[config.mk]
export PLATFORM = sky130hd
export DESIGN_NAME = dmem_arbiter
export DESIGN_NICKNAME = d
export VERILOG_FILES = /design/src/rtl/dmem_arbiter_pkg.sv /design/src/rtl/dmem_arbiter_rr_pick2.sv /design/src/rtl/dmem_arbiter.sv
export SDC_FILE = /design/constraint.sdc
export NUM_CORES = 1
export LEC_CHECK = 0
export ABC_AREA = 1
export ABC_CLOCK_PERIOD_IN_PS = 1800
export CELL_PAD_IN_SITES_DETAIL_PLACEMENT = 0
export CELL_PAD_IN_SITES_GLOBAL_PLACEMENT = 1
export CORE_AREA = 2 2 129 156
export DETAILED_ROUTE_END_ITERATION = 8
export DIE_AREA = 0 0 131 158
export HOLD_SLACK_MARGIN = 0.1
export PLACE_DENSITY_LB_ADDON = 0.25
export REMOVE_ABC_BUFFERS = 1
export SYNTH_ARGS = -nofsm -noshare
export SYNTH_HDL_FRONTEND = slang
export SYNTH_SLANG_ARGS = --single-unit
export TNS_END_PERCENT = 5
[constraint.sdc]
create_clock -name clk -period 1.8 [get_ports clk]
set_clock_uncertainty 0.15 [all_clocks]
set_input_delay 0.36 -clock clk [delete_from_list [all_inputs] [get_ports clk]]
set_output_delay 0.36 -clock clk [all_outputs]
set_load 0.01 [all_outputs]
[src/rtl/dmem_arbiter_pkg.sv]
// -----------------------------------------------------------------------------
// dmem_arbiter_pkg
// Shared definitions for the two-master data memory arbiter:
//   - DMEM_XLEN           : default data/address width
//   - MAX_BURST_DEFAULT   : default bound on consecutive locked grants
//   - arb_state_e         : lock FSM state encoding
//   - lock_mask()         : which masters the current lock state shuts out
//   - bcnt_next()         : burst count a grant to a given master would produce
// -----------------------------------------------------------------------------
package dmem_arbiter_pkg;

  localparam int DMEM_XLEN         = 32;
  localparam int MAX_BURST_DEFAULT = 8;

  typedef enum logic [1:0] {
    ARB_UNLOCKED = 2'b00,
    ARB_LOCK0    = 2'b01,
    ARB_LOCK1    = 2'b10
  } arb_state_e;

  // Mask bit N set means master N may not be granted this cycle. A lock only
  // shuts out the other master while the lock owner is still requesting; once
  // the owner drops its request the other master may be served the same cycle.
  function automatic logic [1:0] lock_mask(input arb_state_e st,
                                           input logic       m0_req,
                                           input logic       m1_req);
    logic [1:0] mask;
    mask = 2'b00;
    case (st)
      ARB_LOCK0: mask = m0_req ? 2'b10 : 2'b00;
      ARB_LOCK1: mask = m1_req ? 2'b01 : 2'b00;
      default:   mask = 2'b00;
    endcase
    return mask;
  endfunction

  // Burst count after a grant to a master: continues the count when that
  // master already holds the lock, otherwise a fresh burst starts at 1.
  function automatic logic [7:0] bcnt_next(input logic       owner_locked,
                                           input logic [7:0] bcnt);
    logic [7:0] nxt;
    if (owner_locked) begin
      nxt = bcnt + 8'd1;
    end else begin
      nxt = 8'd1;
    end
    return nxt;
  endfunction

endpackage

[src/rtl/dmem_arbiter_rr_pick2.sv]
// -----------------------------------------------------------------------------
// rr_pick2
// Two-input round-robin picker, purely combinational.
// Ports:
//   req  [1:0] in  : raw requests, bit N = master N
//   last       in  : master granted most recently
//   mask [1:0] in  : bit N set excludes master N from this pick
//   gnt  [1:0] out : one-hot (or zero) grant
// On a tie between unmasked requesters the master that is not 'last' wins.
// -----------------------------------------------------------------------------
module rr_pick2 (
  input  logic [1:0] req,
  input  logic       last,
  input  logic [1:0] mask,
  output logic [1:0] gnt
);

  logic [1:0] w_req;

  assign w_req = req & ~mask;

  // Priority decode of the eligible requests
  always_comb begin
    gnt = 2'b00;
    case (w_req)
      2'b01:   gnt = 2'b01;
      2'b10:   gnt = 2'b10;
      2'b11:   gnt = last ? 2'b01 : 2'b10;
      default: gnt = 2'b00;
    endcase
  end

endmodule

[src/rtl/dmem_arbiter.sv]
// -----------------------------------------------------------------------------
// dmem_arbiter
// Shares one data memory port between master 0 (datapath) and master 1
// (loader / debug). Round-robin arbitration with an optional bounded lock for
// bursts; read data returns one cycle later tagged to the issuing master.
// Parameters:
//   XLEN      : data/address width
//   MAX_BURST : max consecutive locked grants to one master (>= 1)
// Ports:
//   clk, reset          : clock, async active-low reset
//   mN_req/we/lock      : request, write(1)/read(0), hold priority next cycle
//   mN_addr/mN_wdata    : byte address, write data
//   mN_gnt              : access accepted this cycle (combinational)
//   mN_rvalid/mN_rdata  : registered read valid, read data (0 when not valid)
//   mem_addr/wdata/we/re: memory port, all zero with no grant
//   mem_rdata           : memory read data, valid the cycle after mem_re
// -----------------------------------------------------------------------------
module dmem_arbiter
  import dmem_arbiter_pkg::*;
#(
  parameter int XLEN      = DMEM_XLEN,
  parameter int MAX_BURST = MAX_BURST_DEFAULT
) (
  input  logic            clk,
  input  logic            reset,
  input  logic            m0_req,
  input  logic            m0_we,
  input  logic            m0_lock,
  input  logic [XLEN-1:0] m0_addr,
  input  logic [XLEN-1:0] m0_wdata,
  input  logic            m1_req,
  input  logic            m1_we,
  input  logic            m1_lock,
  input  logic [XLEN-1:0] m1_addr,
  input  logic [XLEN-1:0] m1_wdata,
  output logic            m0_gnt,
  output logic            m1_gnt,
  output logic            m0_rvalid,
  output logic            m1_rvalid,
  output logic [XLEN-1:0] m0_rdata,
  output logic [XLEN-1:0] m1_rdata,
  output logic [XLEN-1:0] mem_addr,
  output logic [XLEN-1:0] mem_wdata,
  output logic            mem_we,
  output logic            mem_re,
  input  logic [XLEN-1:0] mem_rdata
);

  localparam int BW = $clog2(MAX_BURST + 1);
  localparam logic [BW-1:0] BCNT_MAX = BW'(MAX_BURST);

  arb_state_e      r_state;
  logic [BW-1:0]   r_bcnt;
  logic            r_last;
  // One-hot read return: bit N set means master N issued a read last cycle.
  // This carries the read tag and the pending strobe in a single register.
  logic [1:0]      r_rvalid;

  logic [1:0]      w_mask;
  logic [1:0]      w_pick;
  logic [1:0]      w_gnt;
  logic [BW-1:0]   w_bnext0;
  logic [BW-1:0]   w_bnext1;
  logic [7:0]      w_bcnt_ext;
  logic            w_mem_we;
  logic            w_mem_re;
  logic [XLEN-1:0] w_mem_addr;
  logic [XLEN-1:0] w_mem_wdata;

  assign w_mask = lock_mask(r_state, m0_req, m1_req);

  rr_pick2 u_pick (
    .req  ({m1_req, m0_req}),
    .last (r_last),
    .mask (w_mask),
    .gnt  (w_pick)
  );

  // Grants are forced low for as long as reset is held.
  assign w_gnt  = w_pick & {2{reset}};
  assign m0_gnt = w_gnt[0];
  assign m1_gnt = w_gnt[1];

  assign w_bcnt_ext = 8'(r_bcnt);
  assign w_bnext0   = BW'(bcnt_next(r_state == ARB_LOCK0, w_bcnt_ext));
  assign w_bnext1   = BW'(bcnt_next(r_state == ARB_LOCK1, w_bcnt_ext));

  // Route the granted master onto the memory port; idle port drives zeros
  always_comb begin
    w_mem_addr  = {XLEN{1'b0}};
    w_mem_wdata = {XLEN{1'b0}};
    w_mem_we    = 1'b0;
    w_mem_re    = 1'b0;
    if (w_gnt[0]) begin
      w_mem_addr  = m0_addr;
      w_mem_wdata = m0_wdata;
      w_mem_we    = m0_we;
      w_mem_re    = ~m0_we;
    end else if (w_gnt[1]) begin
      w_mem_addr  = m1_addr;
      w_mem_wdata = m1_wdata;
      w_mem_we    = m1_we;
      w_mem_re    = ~m1_we;
    end else begin
      w_mem_addr  = {XLEN{1'b0}};
      w_mem_wdata = {XLEN{1'b0}};
      w_mem_we    = 1'b0;
      w_mem_re    = 1'b0;
    end
  end

  assign mem_addr  = w_mem_addr;
  assign mem_wdata = w_mem_wdata;
  assign mem_we    = w_mem_we;
  assign mem_re    = w_mem_re;

  // Lock FSM, round-robin history and read-return tag.
  // A grant whose burst count would reach MAX_BURST is the final grant of the
  // burst: its lock request is ignored, so the next cycle arbitrates unlocked
  // with last = owner and the other master wins if it is waiting.
  always_ff @(posedge clk or negedge reset) begin
    if (!reset) begin
      r_state  <= ARB_UNLOCKED;
      r_bcnt   <= {BW{1'b0}};
      r_last   <= 1'b1;
      r_rvalid <= 2'b00;
    end else begin
      r_rvalid <= w_gnt & {2{w_mem_re}};
      if (w_gnt[0]) begin
        r_last <= 1'b0;
        if (m0_lock && (w_bnext0 != BCNT_MAX)) begin
          r_state <= ARB_LOCK0;
          r_bcnt  <= w_bnext0;
        end else begin
          r_state <= ARB_UNLOCKED;
          r_bcnt  <= {BW{1'b0}};
        end
      end else if (w_gnt[1]) begin
        r_last <= 1'b1;
        if (m1_lock && (w_bnext1 != BCNT_MAX)) begin
          r_state <= ARB_LOCK1;
          r_bcnt  <= w_bnext1;
        end else begin
          r_state <= ARB_UNLOCKED;
          r_bcnt  <= {BW{1'b0}};
        end
      end else begin
        // No grant: either nobody asked, or the lock owner dropped its request.
        r_last  <= r_last;
        r_state <= ARB_UNLOCKED;
        r_bcnt  <= {BW{1'b0}};
      end
    end
  end

  assign m0_rvalid = r_rvalid[0];
  assign m1_rvalid = r_rvalid[1];

  // Read data is only presented to the master that owns the returning read
  always_comb begin
    m0_rdata = {XLEN{1'b0}};
    m1_rdata = {XLEN{1'b0}};
    if (r_rvalid[0]) begin
      m0_rdata = mem_rdata;
    end else begin
      m0_rdata = {XLEN{1'b0}};
    end
    if (r_rvalid[1]) begin
      m1_rdata = mem_rdata;
    end else begin
      m1_rdata = {XLEN{1'b0}};
    end
  end

endmodule

==> results.cfg, run 1 <==
[power_and_ir_drop]
power_mw = 1.96
ir_drop_mv = 0.382
p_leak_nw = 3.45
power_frac_clock = 0.197
switching_share = 0.330
netSwitchingPower_mw = 0.645
intPower_mw = 1.31
cellPowerDensity_mw_per_mm2 = 336
seqPwrFrac = 0.116
pwr-share-comb = 0.687

[timing]
final_hold_viol_count = 0
post-route-period-util = 1.36
fmaxAchievable_mhz = 410
relSlewSlack = 0.876
rsz0062_at_grt = true
fin_crit_ns = 2.44
worst_pin_slew_ns = 0.185
finalMaxSlewViolations = 0
fin_ws_ns = -0.641
setup_viol = 70

[die]
io_pins = 302
die_h_um = 158
die-area_sq_mm = 0.0207
start_util = 0.0985
num_rows = 56
core_sq_mm = 0.0193
fp.dieW_um = 131

[setup_path]
cp_cell_sequence = inv_1 > ha_1 > inv_1 > nand3_2 > nand3_2 > nor2_4 > buf_12 > buf_12 > buf_16 > nand2_1 > nand2_2 > buf_6
crit_path_end_kind = primary output
max_stage_delay_ns = 0.35
reg2reg_depth = 11
crit_required_ns = 1.29
arrival_ns = 1.93
cp_max_fo = 8
crit_type = reg -> out
cpMaxStageDelayCell = dfrtp_1
cp-start-kind = register

[finish]
drive_above_1_share = 0.212
syn_to_final_growth_pct = 207
nets = 918
num_antenna_cells = 0
fin_util = 0.302

[clock_tree]
tritoncts = done
clockBufferDepth = 2
root_buffer = clkbuf_16
clk_pin_slew_worst_paths_ns = 0.04
clock_sinks = 9
cts_buffers = 3
clock_latency_ns = 0.23
cts-htree-levels = 1

[routing]
drt_pass1_iterations = 5
ant_nets = 0
num_vias = 3605
wl_per_cell_um = 14.1
vias_per_cell = 3.58
totalWireLength_um = 14200
drc = 0
drt_iter0_drc = 66

[logic_synthesis]
synth_seq_cells = 9
seq_area_frac_synth = 0.119
yosysMostFrequentCell = nand2_1
synth_ff_type = dfrtp_1
synth_cell_types = 20
synth_top_area_share = 0.548
synthCells = 422
ys_warn_count = 0
synthTopCellsByArea = nand2_1 (55%), inv_1 (16%), dfrtp_1 (11%), buf_6 (3.0%), buf_2 (2.1%)
avgSynthCellArea_sq_um = 4.50
synth_area_leader_cell = nand2_1
synth_edf_count = 0
synth_common_cells = nand2_1 (277), inv_1 (82), nor2_1 (10)
synth_area_sq_mm = 0.00190
async_flop_share = 1.00

[hold_path]
hp-class = in -> async

[placement]
io_buffer_count = 301
dp_worst_setup_slack_ns = -1.03
globalplace.congestion = 0.768
place_hpwl_um = 11700

[global_route]
grt_pass1_wl_um = 19000
overflow = 0
first_global_vias = 3456
grt_antenna_before_repair = 2
grt_max_degree = 34
grt.total_usage = 0.122

[run_status]
status = finished, violations left
failed_checks = negative setup slack

[job]
drv_cap = 0
## path summary, 6_finish.rpt
kind | to | slack [ns] | start
max | mem_wdata[25] | -0.64 | r_state[0]
min in group clk | r_last | 0.41 | r_last
max reg2reg | r_state[1] | -0.01 | r_state[0]
min reg2reg | r_last | 0.41 | r_last
min | r_state[0] | 0.38 | reset
max in group asynchronous | r_last | 0.91 | reset
## cell families after synthesis
group	synth area share
simple gates	0.618
buf+inv	0.231
flops	0.119
compound gates	0.0125
fa+ha+maj	0.0198
## sequential cells by signal (all words and copies together), names as in the netlist
name,flops
r_state,2
r_bcnt,4
r_last,1
r_rvalid,2
## power groups by stage
stage          Clock [mW]  Sequential, mW  Combinational (mW)
2_1_floorplan           0           0.238               0.304
4_1_cts             0.394           0.227                1.26
3_3_place_gp            0           0.228                1.19
5_1_grt             0.405           0.229                1.45
6_report            0.386           0.227                1.34
3_5_place_dp            0           0.229                1.20
## stage by stage
step           instance area, sq um  hold slack, ns  setup TNS (ns)  std cells
2_1_floorplan                  1770         -0.0856          -42.15        402
3_3_place_gp                   5320           0.382          -75.41        982
3_5_place_dp                   5320           0.405          -78.46        982
4_1_cts                        5540           0.391          -37.69        999
5_1_grt                        5830           0.400          -46.05       1007
6_report                       5830           0.375          -38.08       1007
## cell usage in the layout, fill, tap and decap left out
cell type	n
nand4_1	5
o21ai_1	1
buf_16	6
o21a_1	1
o22ai_2	1
buf_4	12
buf_8	3
nand3_2	3
inv_1	82
nand2_2	32
dlygate4sd2_1	63
nand2_1	245
nor2_2	4
clkbuf_2	2
clkbuf_1	1
buf_2	28
inv_8	1
clkdlybuf4s50_1	163
or2_2	1
clkdlybuf4s15_1	5
nand2_4	1
clkdlybuf4s15_2	2
buf_12	12
nor2_1	5
bufbuf_16	1
nand3_1	5
a21oi_1	1
dfrtp_1	8
buf_6	39
ha_1	3
dfstp_2	1
clkbuf_16	7
nor2_4	2
## worst max-delay path, delay by kind of cell (launching register included)
kind,cells,cell delay [ns]
buffers and inverters,6,0.59
flip-flops,1,0.35
adder cells (fa/ha/maj),1,0.26
AND/OR/NAND/NOR,5,0.48
## timing repair
action,CTS,global route
resized for setup,400,64
cloned,7,4
setup buffers,6,4
hold buffers,0,0
pin swaps,10,33
setup endpoints to repair,134,81
## layout make-up
type,count,area [sq um]
fillers,2148,13400
clock buffers,4,78.8
repair buffers,340,3520
well taps,261,327
inverters,83,319
multi-input cells,310,1360
flip-flops and latches,9,226
## layer usage
metal,up-vias,track usage,wire [um]
li1,1844,-,-
met1,1521,0.113,4800
met2,226,0.232,7080
met3,10,0.0716,2200
met4,4,0.0198,128
met5,-,0,27
(Power assumes the default switching activity.)
==> run 2: changes to the inputs <==
Settings changed: ABC_CLOCK_PERIOD_IN_PS 1800 to 2000, CORE_AREA 2 2 129 156 to 2 2 117 119, DIE_AREA 0 0 131 158 to 0 0 119 121, DONT_BUFFER_PORTS set to 1.
Clock period 1.8 ns to 2 ns, I/O delays scaled along.
==> run 2 against run 1 <==
Effect of this change:
- the flow still finishes with violations (negative setup slack)
- critical path depth shrank 2
- critical endpoint is now mem_wdata[6]
- clock power shrank 6.7%
- cell count shrank 39%
- via count shrank 31%
- register-to-register slack gained 0.23 ns
- highest routed layer is now met4
==> results.cfg, run 2 (same netlist as run 1, synthesis figures left out) <==
[finish]
nets = 606
drive_above_1_share = 0.297
regMostFlops = r_bcnt
num_antenna_cells = 0
largest_reg_flops = 4
postLayoutCellArea_sq_mm = 0.00282
final_common_cell = nand2_1
largest_registers = r_bcnt x4, r_rvalid x2, r_state x2
syn_to_final_growth_pct = 48.3
num-fill-cells = 1503
final_cell_mix = nand2_1 (188), nand2_2 (82), inv_1 (80)
instances_no_fill = 610

[timing]
finalMaxSlewViolations = 0
post-route-period-util = 1.16
fin_crit_ns = 2.32
relSlewSlack = 0.701
final_hold_viol_count = 0
setup_viol = 68
worst_pin_slew_ns = 0.447
fmaxAchievable_mhz = 431
fin_ws_ns = -0.319
rsz0062_at_grt = true

[setup_path]
crit_buf_inv = 4
critPathLaunch = r_state[1]
cpMaxStageDelayCell = dfrtp_1
crit_end = mem_wdata[6]
cp_cell_sequence = ha_4 > inv_2 > nand3_2 > nand3_2 > nor2_4 > buf_12 > buf_12 > clkbuf_16 > nand2_1 > nand2_2
max_stage_delay_ns = 0.40
cp-start-kind = register
crit_required_ns = 1.45
crit_path_end_kind = primary output
crit_type = reg -> out
arrival_ns = 1.77
cp_max_fo = 7
crit_cells = 10
worst-r2r-setup-slack_ns = 0.22
reg2reg_to = r_state[1]
r2r_start = r_state[1]
cp_top_family = buffers and inverters
reg2reg_depth = 10

[global_route]
grt_pass1_wl_um = 12100
grt.total_usage = 0.109
grt_antenna_before_repair = 0
grt_max_degree = 41
overflow = 0
first_global_vias = 2218

[routing]
wl_per_cell_um = 15.0
drt_iter0_drc = 59
ant_nets = 0
drt_pass1_iterations = 4
totalWireLength_um = 9150
num_vias = 2476
vias_per_cell = 4.06
drc = 0

[power_and_ir_drop]
intPower_mw = 0.673
cellPowerDensity_mw_per_mm2 = 402
seqPwrFrac = 0.179
power_frac_clock = 0.318
switching_share = 0.406
p_leak_nw = 1.79
ir_drop_mv = 0.235
netSwitchingPower_mw = 0.459
pwr-share-comb = 0.503

[hold_path]
hp-class = in -> reg

[clock_tree]
clock_sinks = 9
clockBufferDepth = 2
cts_buffers = 3
tritoncts = done
cts-htree-levels = 1
clock_latency_ns = 0.24
clk_pin_slew_worst_paths_ns = 0.04
root_buffer = clkbuf_16

[job]
drv_cap = 0

[die]
core_sq_mm = 0.0131
fp.dieW_um = 119
num_rows = 42
start_util = 0.145
io_pins = 302
die_h_um = 121
die-area_sq_mm = 0.0144

[run_status]
failed_checks = negative setup slack
status = finished, violations left

[placement]
placed_cell_area_sq_mm = 0.00215
dp.cells = 593
place_hpwl_um = 7280
globalplace.congestion = 0.785
io_buffer_count = 0
-- run 2: changes by cell type in the layout (fill, tap and decap cells not counted), sizes merged --
cell | before | now
inv | 83 | 82
clkbuf | 10 | 9
clkdlybuf4s50 | 163 | 0
dlygate4sd2 | 63 | 0
clkinv | 0 | 1
dlygate4sd3 | 0 | 3
clkdlybuf4s15 | 7 | 0
bufbuf | 1 | 0
buf | 100 | 20
-- run 2: worst min path at each step --
stage                       start           to  slack [ns]  cells after the start
after floorplan             reset    r_bcnt[0]       -0.05                      0
after global placement      reset  r_rvalid[1]       -0.05                      0
after detailed placement    reset  r_rvalid[1]       -0.05                      0
after CTS                 m1_lock   r_state[1]        0.15                      2
after global routing      m1_lock   r_state[1]        0.17                      2
final                     m1_lock   r_state[1]        0.15                      2
-- run 2: layer usage --
layer  vias to the layer above  share of wire  track usage
li1                       1219              -            -
met1                      1074           0.36        0.108
met2                       178           0.55        0.222
met3                         5          0.089       0.0296
met4                         0         0.0060       0.0216
met5                         -              0            0
-- run 2: cell type report --
| type | instances | area, sq um | area share |
|---|---|---|---|
| Sequential cell | 9 | 226 | 0.0804 |
| Clock buffer | 4 | 78.8 | 0.0280 |
| Multi-Input combinational cell | 310 | 1530 | 0.544 |
| Inverter | 83 | 317 | 0.112 |
| Tap cell | 176 | 220 | 0.0782 |
| Timing Repair Buffer | 28 | 440 | 0.156 |
-- run 2: power groups by stage --
| stage | Sequential (mW) | Clock [mW] | Combinational (mW) |
|---|---|---|---|
| 6_report | 0.202 | 0.360 | 0.569 |
| 5_1_grt | 0.204 | 0.380 | 0.618 |
| 4_1_cts | 0.202 | 0.364 | 0.529 |
| 3_5_place_dp | 0.204 | 0 | 0.415 |
| 3_3_place_gp | 0.204 | 0 | 0.409 |
| 2_1_floorplan | 0.214 | 0 | 0.273 |
-- run 2: per-stage QoR --
step	total power [mW]	setup slack (ns)	utilization	setup TNS [ns]	hold WS (ns)
6_report	1.13	-0.319	0.215	-16.28	0.148
5_1_grt	1.20	-0.389	0.215	-21.64	0.174
4_1_cts	1.09	-0.355	0.200	-20.56	0.151
3_5_place_dp	0.619	-0.113	0.165	-2.51	-0.0453
3_3_place_gp	0.613	-0.0962	0.165	-1.81	-0.0453
2_1_floorplan	0.487	-0.609	-	-29.87	-0.0456
-- run 2: worst register-to-register path: cells and delay by family, from the launching register on --
kind                       cells  cell delay (ns)
buffers and inverters          5             0.51
DFF                            1             0.40
adders and majority gates      1             0.27
and+or+nand+nor                4             0.37
-- run 2: what timing repair did --
action                     CTS  global route
cloned                       3             5
setup buffers                3             1
gates resized for setup     78            36
hold buffers                 3             0
hold endpoints to repair    11             0
setup endpoints to repair   68            68
pin swaps                   40            36
==> run 3: changes to the inputs <==
Settings changed: CORE_AREA 2 2 117 119 to 2 2 118 120, DIE_AREA 0 0 119 121 to 0 0 120 122, SYNTH_HIERARCHICAL set to 1.
==> run 3 against run 2 <==
Effect of this change:
- the run still ends with negative setup slack left
- clock power shrank 1%
- combinational power grew 37%
- wire length up 24%
- register-to-register slack got worse by 0.20 ns
- design area increased by 5.2%
- utilization grew 0.43 points
- total power rose by 18%
- first-iteration DRC count increased by 53%
- count of clock-buffer cells in the layout did not move
- critical path type unchanged
- critical endpoint is now mem_wdata[23]
==> results.cfg, run 3 <==
[die]
die_h_um = 122
fp.dieW_um = 120
start_util = 0.131
num_rows = 43
core_sq_mm = 0.0135
die-area_sq_mm = 0.0146
io_pins = 302

[run_status]
failed_checks = negative setup slack
status = finished, violations left

[job]
drv_cap = 0

[power_and_ir_drop]
p_leak_nw = 1.83
cellPowerDensity_mw_per_mm2 = 452
ir_drop_mv = 0.194

[setup_path]
arrival_ns = 1.99
cp-start-kind = register
cpMaxStageDelayCell = dfrtp_1
worst-r2r-setup-slack_ns = 0.02
cp_top_family = buffers and inverters
crit_buf_inv = 7
crit_required_ns = 1.45
max_stage_delay_ns = 0.40
crit_type = reg -> out
cpMostUsedCell = nand2_2
crit_path_end_kind = primary output
reg2reg_depth = 14
reg2reg_to = r_rvalid[1]
cp_cell_sequence = inv_1 > ha_2 > nand2_2 > inv_2 > inv_2 > nand3_2 > nand2_2 > nand2_2 > clkinv_4 > nand2_8 > inv_16 > buf_12 > a22o_1 > buf_6
r2r_start = r_state[1]
cp_max_fo = 7

[routing]
wl_per_cell_um = 22.8
drc = 0
drt_pass1_iterations = 4
drt_iter0_drc = 90
vias_per_cell = 4.31
ant_nets = 0
totalWireLength_um = 11300
num_vias = 2139

[clock_tree]
cts-htree-levels = 1
tritoncts = done
clk_pin_slew_worst_paths_ns = 0.04
cts_buffers = 3
root_buffer = clkbuf_16
clock_sinks = 9
clock_latency_ns = 0.23
clockBufferDepth = 2

[timing]
fin_crit_ns = 2.54
final_hold_viol_count = 0
rsz0062_at_grt = true
fin_ws_ns = -0.545
post-route-period-util = 1.27
worst_pin_slew_ns = 0.456
relSlewSlack = 0.695
setup_viol = 68
setup-tns-final_ns = -31.69
finalMaxSlewViolations = 0
fmaxAchievable_mhz = 393

[logic_synthesis]
avgSynthCellArea_sq_um = 5.93
synth_fa_ha_area_frac = 0.0212
synth_mux_area_frac = 0
yosysMostFrequentCell = inv_1
synth_common_cells = inv_1 (87), nand2_1 (82), a22o_1 (65)
synth_ff_type = dfrtp_1
synth_xor_area_frac = 0
ys_warn_count = 6
synth_cell_types = 20
synth_compound_area_frac = 0.335
synth_area_leader_cell = a22o_1
synth_edf_count = 0
synth_top_family_by_area = compound AO/OA/AOI/OAI gates
synth_seq_cells = 9
synth_top_area_share = 0.322
synth_area_sq_mm = 0.00177
synth-simple-area-share = 0.246
synthCells = 298
synthTopCellsByArea = a22o_1 (32%), inv_1 (18%), nand2_1 (17%), dfrtp_1 (11%), buf_6 (4.5%)
seq_area_frac_synth = 0.128
async_flop_share = 1.00

[hold_path]
hp-class = in -> reg
holdPathStages = 2
holdPathEnd = r_bcnt[1]
holdCritStartpoint = m0_lock

[global_route]
grt_max_degree = 34
grt_antenna_before_repair = 4
grt.total_usage = 0.135
overflow = 0
grt_pass1_wl_um = 13900
first_global_vias = 1992

[finish]
final_common_cell = inv_1
multi_input_area_sq_mm = 0.00160
instances_no_fill = 496
final_cell_mix = inv_1 (83), nand2_1 (79), a22o_4 (55)
num-fill-cells = 1474
syn_to_final_growth_pct = 67.6
largest_reg_flops = 4
drive_above_1_share = 0.352
nets = 487
largest_registers = r_bcnt x4, r_rvalid x2, r_state x2
layout.area.seq_sq_um = 226
regMostFlops = r_bcnt

[placement]
dp.cells = 478
io_buffer_count = 0
globalplace.congestion = 0.801
place_hpwl_um = 8880
-- run 3: changes by cell type in the layout (fill, tap and decap cells not counted), moves of 6 or more --
cell	previous run	this run
nand2_1	188	79
nand2_2	82	4
a22o_4	0	55
a22o_1	0	9
nand2_4	8	1
buf_6	2	8
-- run 3: per-stage QoR --
step	utilization	setup slack (ns)	area, sq um	total power, mW	hold WS [ns]
floorplan	-	-0.507	1630	0.533	-0.0456
global placement	0.151	-0.320	2030	0.684	-0.0453
detailed placement	0.151	-0.368	2030	0.691	-0.0453
CTS	0.203	-0.538	2740	1.28	0.191
global route	0.219	-0.626	2960	1.40	0.209
finish	0.219	-0.545	2960	1.34	0.192
-- run 3: routing by layer --
| layer | global-route usage | routed length (um) | vias up | part of all wire |
|---|---|---|---|---|
| li1 | - | - | 983 | - |
| met1 | 0.154 | 4130 | 964 | 0.37 |
| met2 | 0.233 | 5630 | 175 | 0.50 |
| met3 | 0.0660 | 1420 | 11 | 0.13 |
| met4 | 0.0184 | 94 | 6 | 0.0083 |
| met5 | 0 | 40 | - | 0.0035 |
-- run 3: what timing repair did --
item	CTS	global route
setup endpoints to repair	68	72
resized for setup	65	37
hold buffers	2	0
setup buffers	2	3
cloned	6	0
endpoints found under the hold margin	10	0
pin swaps	5	11
-- run 3: area by class of cell --
cell class,count,share of cell area
inverters,90,0.124
multi-input cells,179,0.541
clock buffers,4,0.0266
repair buffers,33,0.155
diodes,1,0.000845
well taps,180,0.0760
flip-flops and latches,9,0.0764
-- run 3: worst max path at each step --
stage                          start             to  cells after the start
after floorplan           r_state[0]    mem_addr[0]                     13
after global placement    r_state[0]   mem_addr[12]                     13
after detailed placement  r_state[0]  mem_wdata[23]                     14
after CTS                 r_state[0]   mem_addr[10]                     14
after global routing      r_state[0]   mem_addr[29]                     13
final                     r_state[1]  mem_wdata[23]                     14
-- run 3: logic make-up (layout without fill, tap and decap cells) --
family,count (synthesis),count (layout)
buf+inv,110,127
compound gates,69,69
fa+ha+maj,3,3
flops,9,9
simple gates,107,107
other cells,0,1
-- run 3: report_power, final --
part           switching [mW]  leakage, nW  internal (mW)  total (mW)
logic                   0.404         1.67          0.375       0.779
registers             0.00711        0.120          0.196       0.204
clock network          0.0893       0.0382          0.267       0.356
total                   0.501         1.83          0.838        1.34
